===== config.mk =====
export PLATFORM = sky130hd
export DESIGN_NAME = output_drain_arbiter
export DESIGN_NICKNAME = d
export VERILOG_FILES = /design/src/rtl/conv_pkg.sv /design/src/rtl/rr_arbiter.sv /design/src/rtl/output_drain_arbiter.sv
export SDC_FILE = /design/constraint.sdc
export NUM_CORES = 1
export LEC_CHECK = 0
export CORE_MARGIN = 3
export CORE_UTILIZATION = 30
export DETAILED_ROUTE_END_ITERATION = 16
export PLACE_DENSITY_LB_ADDON = 0.3
export RECOVER_POWER = 100
export SLEW_MARGIN = 20
export SYNTH_ARGS = -nofsm -noshare
export SYNTH_HDL_FRONTEND = slang
export SYNTH_SLANG_ARGS = --single-unit

===== constraint.sdc =====
create_clock -name clk -period 14 [get_ports clk]
set_input_delay 3.5 -clock clk [delete_from_list [all_inputs] [get_ports clk]]
set_output_delay 3.5 -clock clk [all_outputs]
set_load 0.005 [all_outputs]

===== src/rtl/conv_pkg.sv =====
// Shared types for the result drain path: the buffered entry layout and the
// lane index type.
package conv_pkg;

    localparam int DRAIN_LANES   = 4;
    localparam int DRAIN_DATA_W  = 32;
    localparam int DRAIN_X_W     = 10;
    localparam int DRAIN_Y_W     = 10;
    localparam int DRAIN_CH_W    = 6;
    localparam int DRAIN_LANE_W  = $clog2(DRAIN_LANES);

    typedef logic [DRAIN_LANE_W-1:0] lane_idx_t;

    typedef struct packed {
        logic [DRAIN_DATA_W-1:0] data;
        logic [DRAIN_X_W-1:0]    x;
        logic [DRAIN_Y_W-1:0]    y;
        logic [DRAIN_CH_W-1:0]   ch;
    } drain_entry_t;

endpackage


===== src/rtl/rr_arbiter.sv =====
// Round-robin arbiter: grants the first requester after the last winner,
// wrapping around. The pointer only moves when a grant is issued.
module rr_arbiter #(
    parameter int NB_LANES = 4
) (
    input  logic                        clk,
    input  logic                        arst_n_in,
    input  logic [NB_LANES-1:0]         req,
    input  logic                        enable,
    output logic [NB_LANES-1:0]         grant,
    output logic [$clog2(NB_LANES)-1:0] grant_idx
);

    localparam int IW = $clog2(NB_LANES);

    logic [IW-1:0] ptr_q;
    logic [IW-1:0] ptr_d;
    logic [IW-1:0] cand;
    logic          found;

    // Offsets 1..NB_LANES; the last offset wraps back onto the pointer itself.
    always_comb begin
        grant     = '0;
        grant_idx = '0;
        found     = 1'b0;
        cand      = '0;
        for (int k = 1; k <= NB_LANES; k++) begin
            cand = ptr_q + IW'(k);
            if (!found && enable && req[cand]) begin
                found       = 1'b1;
                grant[cand] = 1'b1;
                grant_idx   = cand;
            end
        end
        ptr_d = found ? grant_idx : ptr_q;
    end

    always_ff @(posedge clk or negedge arst_n_in) begin
        if (!arst_n_in) begin
            ptr_q <= IW'(NB_LANES - 1);
        end else begin
            ptr_q <= ptr_d;
        end
    end

endmodule


===== src/rtl/output_drain_arbiter.sv =====
// Collects one-cycle result pulses from parallel lanes into one-entry buffers
// and drains them round-robin into a registered valid/ready output stage.
module output_drain_arbiter
    import conv_pkg::*;
#(
    parameter int NB_LANES   = DRAIN_LANES,
    parameter int DATA_WIDTH = DRAIN_DATA_W,
    parameter int X_WIDTH    = DRAIN_X_W,
    parameter int Y_WIDTH    = DRAIN_Y_W,
    parameter int CH_WIDTH   = DRAIN_CH_W
) (
    input  logic                           clk,
    input  logic                           arst_n_in,
    input  logic [NB_LANES-1:0]            lane_valid,
    input  logic [NB_LANES*DATA_WIDTH-1:0] lane_data,
    input  logic [NB_LANES*X_WIDTH-1:0]    lane_x,
    input  logic [NB_LANES*Y_WIDTH-1:0]    lane_y,
    input  logic [NB_LANES*CH_WIDTH-1:0]   lane_ch,
    output logic [NB_LANES-1:0]            lane_ready,
    output logic                           out_valid,
    input  logic                           out_ready,
    output logic [DATA_WIDTH-1:0]          out_data,
    output logic [X_WIDTH-1:0]             out_x,
    output logic [Y_WIDTH-1:0]             out_y,
    output logic [CH_WIDTH-1:0]            out_ch,
    output logic [$clog2(NB_LANES)-1:0]    out_lane,
    output logic                           busy,
    input  logic                           clear_err,
    output logic [NB_LANES-1:0]            overflow_err
);

    localparam int LW = $clog2(NB_LANES);

    logic [NB_LANES-1:0] full_q;
    logic [NB_LANES-1:0] full_d;
    logic [NB_LANES-1:0] grant;
    logic [NB_LANES-1:0] wr_en;
    logic [NB_LANES-1:0] drop;
    logic [NB_LANES-1:0] err_q;
    logic [NB_LANES-1:0] err_d;
    logic [LW-1:0]       grant_idx;
    logic                load;

    drain_entry_t entry_q    [NB_LANES];
    drain_entry_t lane_entry [NB_LANES];

    drain_entry_t out_q;
    logic         out_valid_q;
    logic [LW-1:0] out_lane_q;

    assign load = !out_valid_q || out_ready;

    rr_arbiter #(
        .NB_LANES (NB_LANES)
    ) u_rr_arbiter (
        .clk       (clk),
        .arst_n_in (arst_n_in),
        .req       (full_q),
        .enable    (load),
        .grant     (grant),
        .grant_idx (grant_idx)
    );

    // A buffer being drained this cycle can take a new pulse at the same edge.
    generate
        for (genvar gi = 0; gi < NB_LANES; gi++) begin : g_lane
            assign lane_ready[gi] = !full_q[gi] || grant[gi];
            assign wr_en[gi]      = lane_valid[gi] && lane_ready[gi];
            assign drop[gi]       = lane_valid[gi] && !lane_ready[gi];
            assign full_d[gi]     = wr_en[gi] || (full_q[gi] && !grant[gi]);
            assign lane_entry[gi] = '{
                data: lane_data[gi*DATA_WIDTH +: DATA_WIDTH],
                x:    lane_x[gi*X_WIDTH +: X_WIDTH],
                y:    lane_y[gi*Y_WIDTH +: Y_WIDTH],
                ch:   lane_ch[gi*CH_WIDTH +: CH_WIDTH]
            };
        end
    endgenerate

    // A drop in the same cycle as a clear must survive the clear.
    assign err_d = clear_err ? drop : (err_q | drop);

    always_ff @(posedge clk) begin
        for (int i = 0; i < NB_LANES; i++) begin
            if (wr_en[i]) begin
                entry_q[i] <= lane_entry[i];
            end
        end
    end

    always_ff @(posedge clk or negedge arst_n_in) begin
        if (!arst_n_in) begin
            full_q      <= '0;
            err_q       <= '0;
            out_valid_q <= 1'b0;
            out_q       <= '0;
            out_lane_q  <= '0;
        end else begin
            full_q <= full_d;
            err_q  <= err_d;
            if (|grant) begin
                out_valid_q <= 1'b1;
                out_q       <= entry_q[grant_idx];
                out_lane_q  <= grant_idx;
            end else if (out_ready) begin
                out_valid_q <= 1'b0;
            end
        end
    end

    assign out_valid    = out_valid_q;
    assign out_data     = out_q.data;
    assign out_x        = out_q.x;
    assign out_y        = out_q.y;
    assign out_ch       = out_q.ch;
    assign out_lane     = out_lane_q;
    assign overflow_err = err_q;
    assign busy         = out_valid_q || (|full_q);

endmodule


==> run metrics <==
outcome finished with violations; failing checks max-capacitance violations, max-slew violations; top_reg_cell synth edfxtp_1; Die ar. 41,900 µm²; TNS Setup 0 ps; crit path cell chain dlygate4sd3_1 > nor2b_1 > nor3_1 > or2_2 > and2_0 > a221oi_1 > inv_1 > dlygate4sd3_1; Die Y 205 µm; initial antenna violation count 6; Synth top cells by count edfxtp_1, dfrtp_1, mux2_4; layout cells sized above 1 0.144; Worst Tran Pin Value 5150 ps; Vias per Instance 4.47; Synth Register Bits 303; register area share after synthesis 0.739; Net Count, Synth 788; worst setup path class in2out; Post-synth EDFFs 232; R2R setup slack 7170 ps; top cell family by delay on the critical path buffers and inverters; Starting Density 0.305; top post-synthesis cells by area edfxtp_1, dfrtp_1, mux4_2, mux2_4, ha_1; Max Clk Rate 0.101 GHz; Syn. warnings 0; Total GRT Usage 0.140; Synth Area per Inst 21.9 µm²; critical path's slowest cell a221oi_1; Worst Path Required 10,500 ps; met1 Resource Use GR 0.175; Hold-fix buffers, CTS 0; largest net degree at the start of global routing 62; post-synth top area share 0.589; I/O pin count 310; DIE WIDTH 205 µm; Final ANT Viol Nets 0; clk_lat worst skew 520 ps; htree depth 2; # resized after CTS 0; max_slew headroom -2.43; Initial DRT Pass Iterations 4; overall power 3.70 mW; CTS Buffer Depth 3; buffers added on ports 309; non-filler cells, final 1,418; synthesized area 11,800 µm²; Critical Path Most Common Cell dlygate4sd3_1; Fin Hold WS 484 ps; initial drt markers 360; Async S/R FF share, synth 0.234; routed len/inst 20.6 µm; CP bufs+invs 3; clock root buffer clkbuf_16; gr ovfl total 0; met3 Usage GRT 0.0458; DP Area 15,500 µm²; Netlist cell types 43; CORE AREA 38,800 µm²; Worst path max stage delay 660 ps; final instance area 16,300 µm²; # setup viols final 0; most frequent cell after synthesis edfxtp_1; pwr/cell area 227 nW/µm²; Num CTS Buffers 35; Leak 5.72 nW; Slew Viols, Final 391; Worst Skew 9.33 ps; area grow syn2layout 37.9%; Remaining DRCs 0; global-route wire length before repair 43,400 µm; hpwl dp 18,500 µm; Synth Instances 540; placed instance count 1,349; gpl congestion 0.797; busiest grt layer met2; maximum VDD drop 0.117 mV; Clock transition at path regs 50 ps; drt total wl 29,200 µm; RSZ-0062 raised after global routing false; Final nets 1,116; vias in the first global route 7,104; total of max-cap violations 9; Crit Path Max Fanout 5; CTS tree done; fin crit period 9890 ps; Synth area leader edfxtp_1; crit share post-route 0.707; Worst setup SP type input pin; GR Layer Usage met2 0.226; type of the most critical hold path reg2reg; Hold Violations, Final 0; number of setup buffers added after CTS 0; FP Rows 72; routed via count 6,334; Critical Path End Type output pin; clock net sink count 303; CP arrival 6390 ps
[registers in the layout, summed over array words and instances (netlist names)]
name	flops
entry_q	232
out_data	32
out_x	10
out_y	10
out_ch	6
full_q	4
overflow_err	4
out_lane	2
u_rr_arbiter.ptr_q	2
out_valid	1
[where the power goes]
group	internal, mW	total (mW)	switching, mW
Combinational	0.711	1.37	0.663
Clock	0.512	0.860	0.348
Sequential	1.35	1.47	0.111
Total	2.58	3.70	1.12
[area by class of cell]
| cell class | instances | area [µm²] |
|---|---|---|
| Sequential cell | 303 | 8750 |
| Inverter | 10 | 37.5 |
| Fill cell | 3463 | 22500 |
| Antenna cell | 6 | 15.0 |
| Clock inverter | 14 | 91.3 |
| Multi-Input combinational cell | 202 | 2670 |
| Tap cell | 518 | 648 |
| Timing Repair Buffer | 316 | 3120 |
| Clock buffer | 49 | 991 |
[cells by family after synthesis]
family	count (synthesis)	synth area share
AO/OA/AOI/OAI	28	0.0215
AND/OR/NAND/NOR	39	0.0170
flip-flops	303	0.739
buffers and inverters	35	0.0169
adder cells (fa/ha/maj)	8	0.00846
multiplexers	127	0.197
[layout by cell type, fill, tap and decap left out, drive strengths merged, types with 2 or more instances in the layout]
cell and count:
nor3 4, clkbuf 55, mux2 65, dlygate4sd3 303, a21oi 3, diode 6, dfrtp 69, o2bb2ai 2
mux4 60, nor2 5, o31ai 3, buf 2, a221o 2, mux2i 2, a21bo 2, a32o 2
ha 8, clkdlybuf4s50 5, nand2 9, or2 3, a22oi 2, o21ai 3, o221ai 3, nor2b 7
a221oi 2, and2 3, nand3 3, a22o 2, dfstp 2, edfxtp 232, clkinv 12, inv 11
[routing by layer]
metal / up-vias / wire [µm]
li1: 2853 / -
met1: 3184 / 11900
met2: 236 / 14000
met3: 57 / 2240
met4: 4 / 966
met5: - / 29
[path summary, 6_finish.rpt]
check / endpoint / start / cells after the start
min reg2reg: out_data[31] / out_data[31] / 1
max: lane_ready[3] / out_ready / 8
max in group asynchronous: out_data[15] / arst_n_in / 2
min: out_data[31] / out_data[31] / 1
min in group asynchronous: out_data[7] / arst_n_in / 1
max reg2reg: entry_q[1][47] / u_rr_arbiter.ptr_q[0] / 8
[stage by stage]
stage,utilization,setup slack [ps]
6_report,0.420,4110
5_1_grt,0.420,3810
4_1_cts,0.427,4360
3_5_place_dp,0.399,4370
3_3_place_gp,0.399,4410
2_1_floorplan,-,5690
(Power assumes the default switching activity.)
